File: config.mk
export PLATFORM = sky130hd
export DESIGN_NAME = boid_frame_writer
export DESIGN_NICKNAME = d
export VERILOG_FILES = /design/src/rtl/boid_frame_writer.sv
export SDC_FILE = /design/constraint.sdc
export NUM_CORES = 2
export LEC_CHECK = 0
export ABC_CLOCK_PERIOD_IN_PS = 24300
export BUFFER_PORTS_ARGS = -buffer_cell sky130_fd_sc_hd__buf_2
export CAP_MARGIN = 15
export CORE_ASPECT_RATIO = 0.5
export CORE_MARGIN = 2
export CORE_UTILIZATION = 45
export CTS_CLUSTER_DIAMETER = 150
export DETAILED_ROUTE_END_ITERATION = 8
export PLACE_DENSITY = 0.66
export SYNTH_ARGS = -nofsm -noshare
export SYNTH_HDL_FRONTEND = slang
export SYNTH_SLANG_ARGS = --single-unit
export TNS_END_PERCENT = 100
File: constraint.sdc
create_clock -name clock -period 24.3 [get_ports clock]
set_input_delay 2.43 -clock clock [delete_from_list [all_inputs] [get_ports clock]]
set_output_delay 2.43 -clock clock [all_outputs]
set_load 0.02 [all_outputs]
File: src/rtl/boid_frame_writer.sv
// Writes one pixel per boid into the 1-bit display RAM each frame after erasing the previous frame's pixels.
// Define BOID_FRAME_FULL_CLEAR_EN to erase by sweeping the whole frame instead of using the old-address table.
module boid_frame_writer #(
  parameter int MAX_BOIDS    = 32,
  parameter int BOID_BITS    = 5,
  parameter int VIDEO_WIDTH  = 640,
  parameter int VIDEO_HEIGHT = 480,
  parameter int ADDR_WIDTH   = 19
) (
  input  logic                  clock,
  input  logic                  reset,
  input  logic                  frame_end,
  output logic [BOID_BITS-1:0]  boid_sel,
  input  logic [9:0]            boid_x,
  input  logic [8:0]            boid_y,
  output logic [ADDR_WIDTH-1:0] pix_addr,
  output logic                  pix_data,
  output logic                  pix_we,
  output logic                  busy,
  output logic                  done
);

  typedef enum logic [2:0] {IDLE, ERASE, SELECT, WRITE, DONE} state_t;

  localparam logic [BOID_BITS-1:0] LAST_BOID = BOID_BITS'(MAX_BOIDS - 1);
  localparam logic [9:0]           X_LIM     = 10'(VIDEO_WIDTH);
  localparam logic [8:0]           Y_LIM     = 9'(VIDEO_HEIGHT);

  state_t                 state_reg, state_next;
  logic [BOID_BITS-1:0]   idx_reg, idx_next;
  logic [BOID_BITS-1:0]   sel_reg;
  logic                   pending_reg, pending_next;
  logic                   frame_end_reg;
  logic                   start;
  logic                   in_range;
  logic [ADDR_WIDTH-1:0]  y_ext;
  logic [ADDR_WIDTH-1:0]  wr_addr;

  assign start    = frame_end & ~frame_end_reg;
  assign in_range = (boid_x < X_LIM) && (boid_y < Y_LIM);
  // 640*y as (y<<9)+(y<<7) keeps the address path adder-only
  assign y_ext    = ADDR_WIDTH'(boid_y);
  assign wr_addr  = (y_ext << 9) + (y_ext << 7) + ADDR_WIDTH'(boid_x);

`ifdef BOID_FRAME_FULL_CLEAR_EN
  localparam logic [ADDR_WIDTH-1:0] LAST_PIX = ADDR_WIDTH'(VIDEO_WIDTH * VIDEO_HEIGHT - 1);
  logic [ADDR_WIDTH-1:0] clr_reg;

  always_ff @(posedge clock or posedge reset) begin
    if (reset)                  clr_reg <= '0;
    else if (state_reg == ERASE) clr_reg <= clr_reg + 1'b1;
    else                        clr_reg <= '0;
  end
`else
  logic [ADDR_WIDTH-1:0] old_addr_reg [MAX_BOIDS];
  logic                  valid_reg    [MAX_BOIDS];

  // Each entry records the pixel its boid lit, so erase touches only those pixels
  for (genvar gi = 0; gi < MAX_BOIDS; gi++) begin : g_old
    always_ff @(posedge clock or posedge reset) begin
      if (reset) begin
        old_addr_reg[gi] <= '0;
        valid_reg[gi]    <= 1'b0;
      end else if (state_reg == WRITE && idx_reg == BOID_BITS'(gi)) begin
        valid_reg[gi] <= in_range;
        if (in_range) old_addr_reg[gi] <= wr_addr;
      end
    end
  end
`endif

  always_ff @(posedge clock or posedge reset) begin
    if (reset) begin
      state_reg     <= IDLE;
      idx_reg       <= '0;
      sel_reg       <= '0;
      pending_reg   <= 1'b0;
      frame_end_reg <= 1'b0;
    end else begin
      state_reg     <= state_next;
      idx_reg       <= idx_next;
      pending_reg   <= pending_next;
      frame_end_reg <= frame_end;
      if (state_reg == SELECT) sel_reg <= idx_reg;
    end
  end

  always_comb begin
    state_next   = state_reg;
    idx_next     = idx_reg;
    pending_next = pending_reg;
    boid_sel     = sel_reg;
    pix_addr     = '0;
    pix_data     = 1'b0;
    pix_we       = 1'b0;
    busy         = 1'b0;
    done         = 1'b0;
    case (state_reg)
      IDLE: begin
        if (start || pending_reg) begin
          state_next   = ERASE;
          idx_next     = '0;
          pending_next = 1'b0;
        end
      end
      ERASE: begin
        busy = 1'b1;
        if (start) pending_next = 1'b1;
`ifdef BOID_FRAME_FULL_CLEAR_EN
        pix_addr = clr_reg;
        pix_we   = 1'b1;
        if (clr_reg == LAST_PIX) begin
          state_next = SELECT;
          idx_next   = '0;
        end
`else
        pix_addr = old_addr_reg[idx_reg];
        pix_we   = valid_reg[idx_reg];
        if (idx_reg == LAST_BOID) begin
          state_next = SELECT;
          idx_next   = '0;
        end else begin
          idx_next = idx_reg + 1'b1;
        end
`endif
      end
      SELECT: begin
        busy       = 1'b1;
        boid_sel   = idx_reg;
        state_next = WRITE;
        if (start) pending_next = 1'b1;
      end
      WRITE: begin
        busy     = 1'b1;
        boid_sel = idx_reg;
        if (start) pending_next = 1'b1;
        if (in_range) begin
          pix_addr = wr_addr;
          pix_data = 1'b1;
          pix_we   = 1'b1;
        end
        if (idx_reg == LAST_BOID) begin
          state_next = DONE;
        end else begin
          idx_next   = idx_reg + 1'b1;
          state_next = SELECT;
        end
      end
      DONE: begin
        done = 1'b1;
        // A queued frame starts straight away rather than detouring through IDLE
        if (start || pending_reg) begin
          state_next   = ERASE;
          idx_next     = '0;
          pending_next = 1'b0;
        end else begin
          state_next = IDLE;
        end
      end
      default: state_next = IDLE;
    endcase
  end

endmodule

==> flow_metrics.env <==
export IMPL_grt_overflow_total=0
export IMPL_cts_tree="done"
export IMPL_critPathRequiredTime_ns=21.87
export IMPL_die_width_um=375
export IMPL_synth_edf_count=0
export IMPL_num_vias=19087
export IMPL_fin_setup_tns_ns=0
export IMPL_grt_max_degree=113
export IMPL_rsz0062_at_grt="false"
export IMPL_grt_pass1_vias=19453
export IMPL_syn_inst=2279
export IMPL_peakVddDrop_mv=0.0473
export IMPL_arrival_ns=5.66
export IMPL_finClkSkew_ns=0.0201
export IMPL_clock_tree_root_cell="clkbuf_16"
export IMPL_drc=0
export IMPL_cts_hold_buffers=0
export IMPL_ys_types=60
export IMPL_placement_rows=67
export IMPL_syn_cell_area_mm2=0.0309
export IMPL_ys_ff_latch=655
export IMPL_fin_util_pct=49.5
export IMPL_largest_reg_flops=608
export IMPL_io_buffers=49
export IMPL_design_area_mm2=0.0334
export IMPL_syn_to_final_growth_pct=8.04
export IMPL_die_h_um=189
export IMPL_synth_ff_type="dfrtp_1"
export IMPL_cts_made_buffers=60
export IMPL_power_density_mw_per_mm2=69.6
export IMPL_insertion_delay_ns=0.63
export IMPL_totalWireLength_um=83700
export IMPL_async_reset_ff_share_pct=100
export IMPL_routedWlPerCell_um=26.5
export IMPL_hp_class="reg -> reg"
export IMPL_syn_avg_cell_area_um2=13.6
export IMPL_first_pass_iters=8
export IMPL_fin_crit_ns=8.09
export IMPL_n_antenna_cell=0
export IMPL_whs_ns=0.476
export IMPL_clk_pin_slew_ns=0.06
export IMPL_crit_type="in -> out"
export IMPL_startpoint_type="input port"
export IMPL_leakagePower_nw=15.7
export IMPL_gp_congestion=0.810
export IMPL_period_share_pct=33.3
export IMPL_worst_pin_slew_ns=1.13
export IMPL_hpwl_um=46800
export IMPL_ctsResizeCount=0
export IMPL_num_io_pins=50
export IMPL_hold_viol_final=0
export IMPL_max_freq_mhz=124
export IMPL_pre_cts_slack_ns=16.24
export IMPL_synth_nets=2326
export IMPL_drt_iter0_markers=1903
export IMPL_max_slew_margin_pct=24.6
export IMPL_crit_fanout=33
export IMPL_start_util_pct=45.9
export IMPL_viasPerCell=6.04
export IMPL_slew_viol_final=0
export IMPL_setup_viol=0
export IMPL_cts_max_level=2
export IMPL_antenna_found_initial=1
export IMPL_fp_coreArea_mm2=0.0675
export IMPL_drive_gt1_share_pct=30.9
export IMPL_hold_path_depth=2
export IMPL_reg2reg_depth=6
export IMPL_final_setup_worst_slack_ns=16.21
export IMPL_synth_top_area_share_pct=53.0
export IMPL_clk_path_buf_depth=3
export IMPL_outcome="finished clean"
export IMPL_grt_pass1_wl_um=128000
export IMPL_cts_sinks=655
export IMPL_place_area_mm2=0.0315
export IMPL_antenna_left=0
export IMPL_ys_seq_area_share_pct=53.0
export IMPL_grt_usage_pct=24.0
export IMPL_die_area_mm2=0.0710
export IMPL_ys_warnings_count=0
export IMPL_drv_cap=0
export IMPL_synthTopCellsByArea="dfrtp_1, mux4_2, mux2_2"
export IMPL_nets=2267
export IMPL_yosysTopAreaCell="dfrtp_1"
export IMPL_endpoint_kind="output port"
export IMPL_post_cts_setup_buffers=0
[worst paths after layout]
path / start / end / slack [ns]
max: boid_x[8] / pix_addr[18] / 16.21
min: old_addr_reg[319]$_DFFE_PP0P_ / old_addr_reg[319]$_DFFE_PP0P_ / 0.48
max reg2reg: idx_reg[1]$_DFFE_PP0P_ / old_addr_reg[2]$_DFFE_PP0P_ / 19.56
min reg2reg: old_addr_reg[319]$_DFFE_PP0P_ / old_addr_reg[319]$_DFFE_PP0P_ / 0.48
max in group asynchronous: reset / old_addr_reg[441]$_DFFE_PP0P_ / 20.03
min in group asynchronous: reset / old_addr_reg[231]$_DFFE_PP0P_ / 1.95
[cell usage in the layout, fill, tap and decap left out, types with 4 or more instances in the layout]
master	count
a211o_1	10
a211oi_1	13
a21o_1	4
a21oi_1	28
a22o_1	7
a22oi_1	58
a32o_1	5
buf_2	49
buf_4	29
bufinv_16	4
clkbuf_1	21
clkbuf_16	62
clkbuf_8	7
clkinv_2	8
dfrtp_1	653
ha_1	23
inv_1	8
mux2_1	64
mux2_2	231
mux2_4	100
mux2i_1	28
mux4_2	146
nand2_1	299
nand4_4	30
nor2_1	14
nor3_1	8
o21ai_0	102
o21ai_1	179
o22ai_1	9
[synthesized netlist by cell type (10+ instances only)]
cell type  count
a211o_1       10
mux2_1        64
nor2_1        14
buf_6         33
nand2_1      299
a211oi_1      13
mux4_2       146
mux2i_1       28
mux2_4       100
a22oi_1       58
ha_1          23
a21oi_1       28
clkbuf_1      93
o21ai_0      102
mux2_2       231
o21ai_1      179
buf_2         56
dfrtp_1      655
nand4_4       30
[layer usage]
metal / track usage (%) / routed length, um / share of wire [%] / vias up
met4: 8.27 / 2940 / 3.5 / 0
met1: 33.4 / 36800 / 44 / 10061
met5: 0 / 0 / 0 / -
met3: 4.75 / 5670 / 6.8 / 145
met2: 38.0 / 38300 / 46 / 630
li1: - / - / - / 8251
[worst max-delay path, cell delays in order]
cell	delay, ns
buf_2	0.11
ha_1	0.29
ha_1	0.23
fa_1	0.50
a21o_1	0.20
a21oi_1	0.37
o21ai_1	0.26
a31oi_4	0.94
o21ai_1	0.11
buf_2	0.20
[where the power goes]
| group | switching (mW) | internal, mW | total (mW) |
|---|---|---|---|
| logic | 0.117 | 0.0792 | 0.196 |
| clock network | 0.417 | 0.525 | 0.942 |
| registers | 0.0323 | 1.16 | 1.19 |
[layout make-up]
type / count / area [um^2]
Multi-Input combinational cell: 1413 / 13500
Sequential cell: 655 / 16400
Tap cell: 897 / 1120
Clock buffer: 89 / 1700
Clock inverter: 16 / 196
Inverter: 10 / 45.0
Fill cell: 5741 / 34100
Timing Repair Buffer: 80 / 508
[through the flow]
| stage | total power, mW | cells |
|---|---|---|
| after floorplan | 1.35 | 2279 |
| after global placement | 1.39 | 3054 |
| after detailed placement | 1.40 | 3054 |
| after CTS | 2.33 | 3159 |
| after global routing | 2.41 | 3160 |
| final | 2.33 | 3160 |
[cell families after synthesis]
group / Yosys count / synth area share [%]
and+or+nand+nor: 383 / 6.85
AOI/OAI and AO/OA: 429 / 8.00
DFF: 655 / 53.0
muxes: 569 / 27.1
adders and majority gates: 25 / 1.06
buffers and inverters: 211 / 3.80
xor gates and xnor gates: 7 / 0.198
(Power assumes the default switching activity.)
